## config.mk

```make
export PLATFORM = sky130hd
export DESIGN_NAME = alu_share_arb_flat
export DESIGN_NICKNAME = d
export VERILOG_FILES = /design/src/rtl/alu_share_arb_if.sv /design/src/rtl/alu_share_arb.sv /design/src/flat_wrapper.sv
export SDC_FILE = /design/constraint.sdc
export NUM_CORES = 1
export LEC_CHECK = 0
export ABC_AREA = 1
export CAP_MARGIN = 10
export CORE_AREA = 2 2 317 319
export DETAILED_ROUTE_END_ITERATION = 8
export DIE_AREA = 0 0 319 321
export DONT_BUFFER_PORTS = 1
export PLACE_DENSITY_LB_ADDON = 0.15
export SETUP_SLACK_MARGIN = 0.2
export SYNTH_ARGS = -nofsm -noshare
export SYNTH_HDL_FRONTEND = slang
export SYNTH_SLANG_ARGS = --single-unit
```

## constraint.sdc

```tcl
create_clock -name CLK -period 6.2 [get_ports CLK]
set_clock_uncertainty 0.05 [all_clocks]
set_input_delay 1.24 -clock CLK [delete_from_list [all_inputs] [get_ports CLK]]
set_output_delay 1.24 -clock CLK [all_outputs]
set_load 0.05 [all_outputs]
```

## src/rtl/alu_share_arb_if.sv

```systemverilog
// Request, ALU and response bundle for alu_share_arb.
interface alu_share_arb_if #(
  parameter int NREQ = 4,
  parameter int IDW  = 2
);
  logic [NREQ-1:0]    req_valid;
  logic [NREQ-1:0]    req_ready;
  logic [4*NREQ-1:0]  req_op;
  logic [64*NREQ-1:0] req_a;
  logic [64*NREQ-1:0] req_b;

  logic [63:0]        alu_BusA;
  logic [63:0]        alu_BusB;
  logic [3:0]         alu_ALUCtrl;
  logic [63:0]        alu_BusW;
  logic               alu_Zero;

  logic               resp_valid;
  logic               resp_ready;
  logic [IDW-1:0]     resp_id;
  logic [63:0]        resp_data;
  logic               resp_zero;
  logic               resp_err;

  modport master (
    output req_valid, req_op, req_a, req_b, resp_ready, alu_BusW, alu_Zero,
    input  req_ready, alu_BusA, alu_BusB, alu_ALUCtrl,
    input  resp_valid, resp_id, resp_data, resp_zero, resp_err
  );

  modport slave (
    input  req_valid, req_op, req_a, req_b, resp_ready, alu_BusW, alu_Zero,
    output req_ready, alu_BusA, alu_BusB, alu_ALUCtrl,
    output resp_valid, resp_id, resp_data, resp_zero, resp_err
  );
endinterface

```

## src/rtl/alu_share_arb.sv

```systemverilog
// Round-robin sharing of one combinational 64-bit ALU: registered issue stage
// feeding the ALU, response register capturing its result with the requester ID.
module alu_share_arb #(
  parameter int NREQ = 4,
  parameter int IDW  = 2
) (
  input logic              CLK,
  input logic              resetl,
  alu_share_arb_if.slave   bus
);

  logic           r_iss_valid;
  logic [3:0]     r_iss_op;
  logic [63:0]    r_iss_a;
  logic [63:0]    r_iss_b;
  logic [IDW-1:0] r_iss_id;
  logic [IDW-1:0] r_ptr;

  logic           r_resp_valid;
  logic [IDW-1:0] r_resp_id;
  logic [63:0]    r_resp_data;
  logic           r_resp_zero;
  logic           r_resp_err;

  logic           w_resp_adv;
  logic           w_iss_adv;
  logic           w_iss_legal;
  logic           w_grant_vld;
  logic [IDW-1:0] w_grant_id;
  logic [IDW:0]   w_sum;
  logic [IDW-1:0] w_cand;
  logic           w_accept;
  logic [3:0]     w_sel_op;
  logic [63:0]    w_sel_a;
  logic [63:0]    w_sel_b;

  assign w_resp_adv  = ~r_resp_valid | bus.resp_ready;
  assign w_iss_adv   = ~r_iss_valid | w_resp_adv;
  assign w_iss_legal = r_iss_op inside {4'b0000, 4'b0001, 4'b0010, 4'b0110, 4'b0111};

  // Search starts one past the last accepted requester and wraps modulo NREQ.
  always_comb begin
    w_grant_vld = 1'b0;
    w_grant_id  = '0;
    w_sum       = '0;
    w_cand      = '0;
    for (int k = 1; k <= NREQ; k++) begin
      w_sum = {1'b0, r_ptr} + (IDW+1)'(k);
      if (w_sum >= (IDW+1)'(NREQ)) begin
        w_sum = w_sum - (IDW+1)'(NREQ);
      end
      w_cand = w_sum[IDW-1:0];
      if (!w_grant_vld && bus.req_valid[w_cand]) begin
        w_grant_vld = 1'b1;
        w_grant_id  = w_cand;
      end
    end
  end

  assign w_accept = w_iss_adv & w_grant_vld;

  always_comb begin
    bus.req_ready = '0;
    if (resetl && w_accept) begin
      bus.req_ready[w_grant_id] = 1'b1;
    end
  end

  assign w_sel_op = bus.req_op[{w_grant_id, 2'b00} +: 4];
  assign w_sel_a  = bus.req_a[{w_grant_id, 6'd0} +: 64];
  assign w_sel_b  = bus.req_b[{w_grant_id, 6'd0} +: 64];

  always_ff @(posedge CLK or negedge resetl) begin
    if (!resetl) begin
      r_iss_valid <= 1'b0;
      r_iss_op    <= '0;
      r_iss_a     <= '0;
      r_iss_b     <= '0;
      r_iss_id    <= '0;
      r_ptr       <= IDW'(NREQ-1);
    end else if (w_iss_adv) begin
      if (w_grant_vld) begin
        r_iss_valid <= 1'b1;
        r_iss_op    <= w_sel_op;
        r_iss_a     <= w_sel_a;
        r_iss_b     <= w_sel_b;
        r_iss_id    <= w_grant_id;
        r_ptr       <= w_grant_id;
      end else begin
        r_iss_valid <= 1'b0;
      end
    end
  end

  // Idle drives zeros; illegal ops are steered to PassB so the ALU never holds.
  always_comb begin
    bus.alu_BusA    = '0;
    bus.alu_BusB    = '0;
    bus.alu_ALUCtrl = 4'b0000;
    if (r_iss_valid) begin
      bus.alu_BusA    = r_iss_a;
      bus.alu_BusB    = r_iss_b;
      bus.alu_ALUCtrl = w_iss_legal ? r_iss_op : 4'b0111;
    end
  end

  always_ff @(posedge CLK or negedge resetl) begin
    if (!resetl) begin
      r_resp_valid <= 1'b0;
      r_resp_id    <= '0;
      r_resp_data  <= '0;
      r_resp_zero  <= 1'b0;
      r_resp_err   <= 1'b0;
    end else if (w_resp_adv) begin
      r_resp_valid <= r_iss_valid;
      r_resp_id    <= r_iss_id;
      if (w_iss_legal) begin
        r_resp_data <= bus.alu_BusW;
        r_resp_zero <= bus.alu_Zero;
        r_resp_err  <= 1'b0;
      end else begin
        r_resp_data <= '0;
        r_resp_zero <= 1'b1;
        r_resp_err  <= 1'b1;
      end
    end
  end

  assign bus.resp_valid = r_resp_valid;
  assign bus.resp_id    = r_resp_id;
  assign bus.resp_data  = r_resp_data;
  assign bus.resp_zero  = r_resp_zero;
  assign bus.resp_err   = r_resp_err;

endmodule

```

## src/flat_wrapper.sv

```systemverilog
// flat-port wrapper written by rule: the top's interface ports become plain ports
module alu_share_arb_flat 
#(
  parameter int NREQ = 4,
  parameter int IDW  = 2
)
  (CLK, resetl, bus_req_valid, bus_req_op, bus_req_a, bus_req_b, bus_resp_ready, bus_alu_BusW, bus_alu_Zero, bus_req_ready, bus_alu_BusA, bus_alu_BusB, bus_alu_ALUCtrl, bus_resp_valid, bus_resp_id, bus_resp_data, bus_resp_zero, bus_resp_err);
  alu_share_arb_if #(.NREQ(NREQ), .IDW(IDW)) bus_i ();
  input logic CLK;
  input logic resetl;
  input wire logic [$bits(bus_i.req_valid)-1:0] bus_req_valid;
  input wire logic [$bits(bus_i.req_op)-1:0] bus_req_op;
  input wire logic [$bits(bus_i.req_a)-1:0] bus_req_a;
  input wire logic [$bits(bus_i.req_b)-1:0] bus_req_b;
  input wire logic [$bits(bus_i.resp_ready)-1:0] bus_resp_ready;
  input wire logic [$bits(bus_i.alu_BusW)-1:0] bus_alu_BusW;
  input wire logic [$bits(bus_i.alu_Zero)-1:0] bus_alu_Zero;
  output wire logic [$bits(bus_i.req_ready)-1:0] bus_req_ready;
  output wire logic [$bits(bus_i.alu_BusA)-1:0] bus_alu_BusA;
  output wire logic [$bits(bus_i.alu_BusB)-1:0] bus_alu_BusB;
  output wire logic [$bits(bus_i.alu_ALUCtrl)-1:0] bus_alu_ALUCtrl;
  output wire logic [$bits(bus_i.resp_valid)-1:0] bus_resp_valid;
  output wire logic [$bits(bus_i.resp_id)-1:0] bus_resp_id;
  output wire logic [$bits(bus_i.resp_data)-1:0] bus_resp_data;
  output wire logic [$bits(bus_i.resp_zero)-1:0] bus_resp_zero;
  output wire logic [$bits(bus_i.resp_err)-1:0] bus_resp_err;
  assign bus_i.req_valid = bus_req_valid;
  assign bus_i.req_op = bus_req_op;
  assign bus_i.req_a = bus_req_a;
  assign bus_i.req_b = bus_req_b;
  assign bus_i.resp_ready = bus_resp_ready;
  assign bus_i.alu_BusW = bus_alu_BusW;
  assign bus_i.alu_Zero = bus_alu_Zero;
  assign bus_req_ready = bus_i.req_ready;
  assign bus_alu_BusA = bus_i.alu_BusA;
  assign bus_alu_BusB = bus_i.alu_BusB;
  assign bus_alu_ALUCtrl = bus_i.alu_ALUCtrl;
  assign bus_resp_valid = bus_i.resp_valid;
  assign bus_resp_id = bus_i.resp_id;
  assign bus_resp_data = bus_i.resp_data;
  assign bus_resp_zero = bus_i.resp_zero;
  assign bus_resp_err = bus_i.resp_err;
  alu_share_arb #(.NREQ(NREQ), .IDW(IDW)) u_core (.CLK(CLK), .resetl(resetl), .bus(bus_i));
endmodule
```

==> metrics.md <==
| Metric | Value |
|---|---|
| H-tree levels | 1 |
| Initial drt markers | between 800 and 900 |
| Initial antenna violation count | 10 |
| Yosys top cell area share | between 30% and 40% |
| Nets | 2862 |
| Adder-Cell Fraction of Synth Area | 0% |
| Post-synthesis xor/xnor area fraction | 0% |
| Commonest cells after routing, fill and taps aside | nand2_1 (1487), nand3_1 (267), dfrtp_1 (203), inv_1 (140), a22o_1 (64) |
| Dominant cell type by area after synthesis | nand2_1 |
| Skew-Pair Late Insertion Delay | 0.61 ns |
| Worst setup path class | register to primary output |
| Critical Path End Type | primary output |
| Syn-to-layout area delta | 14.6% |
| Post-DP HPWL | 49.1 mm |
| Clock tree buffer depth | 3 |
| F_max | 0.212 GHz |
| Vias in the first global route | approximately 14000 |
| Crit share post-route | 76.1% |
| Mean Syn Cell Area | 6.00 µm² |
| Max-slew violations | 0 |
| CTS Hold Buffers Added | 0 |
| Initial Util | 14.4% |
| Layout cell share with drive strength beyond 1 | 4.16% |
| First-pass detailed-route iteration total | 4 |
| YS warnings | 0 |
| Post-synth net total | approximately 3000 |
| Antenna Nets Post-Route | 0 |
| Slew @ Worst Pin | 1.11 ns |
| Sequential-to-total area share from yosys stat | 36.1% |
| CTS tree | done |
| Finished Core Util | 16.5% |
| Core Box Area | 0.0993 mm² |
| Ranking of synthesized cells by area | nand2_1 (39%), dfrtp_1 (36%), nand3_1 (9.3%) |
| Clock slew seen by the registers of the worst setup and hold paths | 0.06 ns |
| DRC viols | 0 |
| Final instance area | approximately 0.016 mm² |
| Num ports | 805 |
| Slew margin rel. | 26.2% |
| DIE WIDTH | 319 µm |
| Post-CTS sizing | 0 |
| Post-Syn Area | 0.0143 mm² |
| Synth Register Bits | 206 |
| Simple-Gate Fraction of Synth Area | about half |
| Multi-input logic area | 0.00778 mm² |
| DR vias | 14300 |
| Die Ht | 321 µm |
| Main combinational cell family by area after synthesis | simple AND/OR/NAND/NOR gates |
| Post-synthesis mux area share | 0% |
| CP startpoint kind | register |
| Final Hold Fails | 0 |
| Largest net degree at the start of global routing | between 200 and 250 |
| Status | finished clean |
| RSZ-0062 raised after global routing | false |
| Max Cap Viol | 0 |
| Via density | 3.98 |
| Syn Inst Count | 2383 |
| Num rows | 116 |
| Worst Path Max Fanout | 46 |
| Setup TNS | 0 ns |
| Setup-failing EPs final | 0 |
| Remaining Overflow, GRT | 0 |
| Hold Slack | 0.292 ns |
| Number of buffers created by CTS | 30 |
| Setup Buffers After CTS | 0 |
| Post-synthesis cell type count | 26 |
| Root Driver | clkbuf_16 |
| Compound-gate portion of the synthesized area | 4.44% |
| CP Data Required Time | 4.91 ns |
| Critical path arrival | approximately 3.4 ns |
| # port buffers | 0 |
| Placed cell area | 0.0153 mm² |
| Gpl congestion | 0.808 |
| GRT Total Usage | 12.3% |
| Clock Sinks | 206 |
| Fin crit period | 4.72 ns |
| Drt wl/cell | roughly 19 µm |
| FF/Latch Area | 0.00516 mm² |
| First-pass GRT wire length | 96.2 mm |
| Layout fillers | 11700 |
| Worst min-delay path class | input port to asynchronous set/reset pin |
| Final WL | 66.8 mm |
| Commonest non-fill, non-tap cell in the layout | nand2_1 |
| Die ar. | 0.102 mm² |
-- state kept, by name (all words and copies together) (netlist names), 2 cells and up --
name,flops
u_core.r_ptr,2
u_core.r_iss_a,64
u_core.r_iss_op,4
u_core.r_iss_id,2
u_core.bus.resp_data,64
u_core.r_iss_b,64
u_core.bus.resp_id,2
-- path summary, 6_finish.rpt --
path,start,to,slack (ns),depth (start not counted)
min reg2reg,u_core.r_iss_a[46],u_core.r_iss_a[46],0.42,2
max in group asynchronous,resetl,u_core.r_iss_b[36],5.29,0
min,resetl,u_core.r_iss_a[28],0.29,0
max reg2reg,u_core.r_ptr[0],u_core.r_iss_b[38],2.44,15
min in group CLK,u_core.r_iss_a[46],u_core.r_iss_a[46],0.42,2
max,u_core.r_ptr[0],bus_req_ready[0],1.48,11
-- metal layers --
layer	GRT usage, %	vias to the layer above	wire, µm
met5	0	-	44
met4	2.85	6	1510
met3	3.22	66	4440
met2	21.1	522	32600
met1	15.3	6632	28200
li1	-	7062	-
-- cell families after synthesis --
kind of cell	Yosys count
compound gates	78
buf+inv	321
flops	206
other cells	1
simple gates	1777
-- layout make-up --
| type | count | share of cell area (%) |
|---|---|---|
| multi-input combinational | 1856 | 47.5 |
| clock inverter | 15 | 1.33 |
| tap | 1298 | 9.91 |
| inverter | 146 | 3.39 |
| antenna | 6 | 0.0916 |
| timing repair buffer | 22 | 1.16 |
| sequential | 206 | 31.5 |
| clock buffer | 39 | 5.15 |
-- synthesized netlist by cell type --
| cell | n |
|---|---|
| buf_1 | 14 |
| nor2_4 | 1 |
| dfstp_2 | 2 |
| inv_1 | 140 |
| o21a_1 | 2 |
| buf_4 | 32 |
| nor2_1 | 8 |
| nand3b_1 | 1 |
| inv_2 | 6 |
| nand4_1 | 1 |
| clkbuf_1 | 56 |
| nor3_1 | 4 |
| dfrtp_1 | 204 |
| nand3_2 | 1 |
| nand2_2 | 3 |
| o21ai_0 | 8 |
| o21ai_1 | 1 |
| or2_2 | 1 |
| a22o_1 | 64 |
| nand2_4 | 3 |
| buf_6 | 4 |
| a21oi_1 | 3 |
| conb_1 | 1 |
| nand2_1 | 1487 |
| nand3_1 | 267 |
| buf_2 | 69 |
-- through the flow --
step / instances / setup slack (ns)
2_1_floorplan: 2383 / 1.57
3_3_place_gp: 3528 / 1.52
3_5_place_dp: 3528 / 1.49
4_1_cts: 3582 / 1.31
5_1_grt: 3587 / 1.18
6_report: 3588 / 1.48
-- critical path, cell delays in order (launching register included) --
cell and delay, ns:
dfstp_2 0.61, inv_2 0.14, nand2_1 0.08, nand2_1 0.07, nand2_1 0.10, nand2_2 0.09, a21oi_1 0.34, nand2_8 0.31
nand2_8 0.39, inv_2 0.10, nor3_2 0.30, buf_4 0.26
Power is not shown: default switching activity piles up to over one toggle a cycle in this logic, so the estimate is an artifact.
==> edit, RTL diff (same flow settings) <==
`IDW` is set to 2 in 3 places; all go to 1.
--- a/src/rtl/alu_share_arb_if.sv
+++ b/src/rtl/alu_share_arb_if.sv
@@ -3,3 +3,3 @@
   parameter int NREQ = 4,
-  parameter int IDW  = 2
+  parameter int IDW  = 1
 );
--- a/src/rtl/alu_share_arb.sv
+++ b/src/rtl/alu_share_arb.sv
@@ -4,3 +4,3 @@
   parameter int NREQ = 4,
-  parameter int IDW  = 2
+  parameter int IDW  = 1
 ) (
--- a/src/flat_wrapper.sv
+++ b/src/flat_wrapper.sv
@@ -4,3 +4,3 @@
   parameter int NREQ = 4,
-  parameter int IDW  = 2
+  parameter int IDW  = 1
 )
Ports: changed (resized bus_resp_id); port bits go from 805 to 804. No check against the original RTL was run, so the function may have changed too.
==> edit against the original RTL <==
- wire length is 30% lower
- register-to-register slack better by 0.66 ns
- global-route usage is 3.4 points lower
- final cell count is 20% lower
- critical path type is now in -> out
- design area is 21% lower
- sequential cell count is 3 lower
- first-iteration DRC count is 34% lower
- largest cell class is now registers
- worst setup slack better by 0.35 ns
- synthesized area is 24% lower
- maximum frequency is 8.1% higher
- synthesized cell count is 33% lower
- core utilization is 3.5 points lower
==> edit: results <==
[routing]
met3_length_um = 4710
wl_met2_um = 22700
first_pass_iters = 6
dr.max_layer_used = met5
wirelength_um = 46900
drtIter0Drc = 563
wirelength_met1_um = 18600
avgViaCountPerCell = 3.45

[logic_synthesis]
synthFlopType = dfrtp_1
synth_top_area_share_pct = 46.7
ys_ff_latch = 203
synth.yosys.seq_area_share_pct = 47.0
async_reset_ff_share_pct = 100
yosysUniqueCellTypes = 22
synth_common_cells = nand2_1 (931), dfrtp_1 (202), inv_1 (138)
synth_area_leaders = dfrtp_1 (47%), nand2_1 (32%), nand3_1 (6.2%), inv_1 (4.8%), nand4_1 (2.0%)

[clocking]
post-cts-setup-buffers = 0
cts-htree-levels = 1
clock-root-buffer = clkbuf_16
clk_pin_slew_ns = 0.06
cts_buffers = 29

[worst_hold_path]
holdCritPathClass = in -> async

[global_route]
grt_usage_pct = 8.82
grt_pass1_wl_um = 68400
grt_pass1_vias = 10100
grt_max_degree = 206
antenna_found_initial = 10

[place]
place_congestion = 0.748
hpwlAfterDp_um = 33000
portBuffers = 0

[power]
p_leak_nw = 7.17
p_int_mw = 2.75

[sta]
tightest_slew_ns = 1.01

[finish]
num-fill-cells = 11600
nets = 2134
drive_gt1_share_pct = 4.12

[critical_path]
cp_max_fo = 52
reg2reg_setup_slack_ns = 3.10

[outcome]
status = finished clean
edit: cell types whose count changed in the layout (fill, tap and decap cells not counted), sizes merged, moves of 6 or more:
cell   change
nand2    -560
nand3    -133
a22o      -64
nand4     +33
o21ai     +25
buf        -8
inv        -6
nor2       -6
edit: final cells by class:
type	count	share of cell area, %
Antenna cell	5	0.0971
Clock buffer	42	6.24
Clock inverter	8	0.398
Inverter	139	4.07
Multi-Input combinational cell	1147	36.2
Sequential cell	203	39.5
Tap cell	1298	12.6
Timing Repair Buffer	14	0.913
edit: cells by family (layout without fill, tap and decap cells):
family | after synthesis | in the layout | share of synthesized area (%)
simple gates | 1108 | 1108 | 40.9
flops | 203 | 203 | 47.0
compound gates | 36 | 36 | 1.68
other cells | 1 | 8 | 0.0347
buf+inv | 254 | 203 | 10.4
edit: worst max-delay path: stages:
cell and delay, ns:
nand2_4 0.34, nand2_4 0.56, nand2_1 0.10, nor2_1 0.80
edit: power groups by stage:
stage	combinational [mW]	sequential, mW	clock [mW]
global placement	1.60	2.20	0
detailed placement	1.60	2.19	0
CTS	1.60	2.17	1.68
finish	1.55	2.17	1.57
floorplan	1.34	2.09	0
global route	1.72	2.21	1.73
edit: layer usage:
| layer | up-vias | global-route usage [%] |
|---|---|---|
| met5 | - | 0 |
| met4 | 6 | 2.45 |
| met3 | 51 | 3.54 |
| met2 | 392 | 15.0 |
| met1 | 4705 | 10.2 |
| li1 | 4708 | - |
edit: path summary, 6_finish.rpt:
path	cells past startpoint	startpoint	end
worst max-delay path	4	bus_req_valid[0]	bus_req_ready[0]
max in group asynchronous	0	resetl	u_core.r_iss_a[42]
min in group CLK	2	u_core.r_iss_a[0]	u_core.r_iss_a[0]
worst min-delay path	0	resetl	u_core.bus.resp_data[32]
worst max register to register	6	u_core.r_iss_valid	u_core.r_iss_b[40]
worst min register to register	2	u_core.r_iss_a[0]	u_core.r_iss_a[0]
edit: per-stage QoR:
step | util, % | cell area, µm² | worst slack (ns) | hold slack (ns) | std cells
6_report | 13.0 | 12900 | 1.84 | 0.299 | 2856
5_1_grt | 13.0 | 12900 | 1.59 | 0.228 | 2852
3_5_place_dp | 12.1 | 12000 | 1.72 | 0.415 | 2801
4_1_cts | 13.0 | 12900 | 1.72 | 0.224 | 2851
3_3_place_gp | 12.1 | 12000 | 1.76 | 0.415 | 2801
2_1_floorplan | - | 10800 | 1.98 | 0.399 | 1604
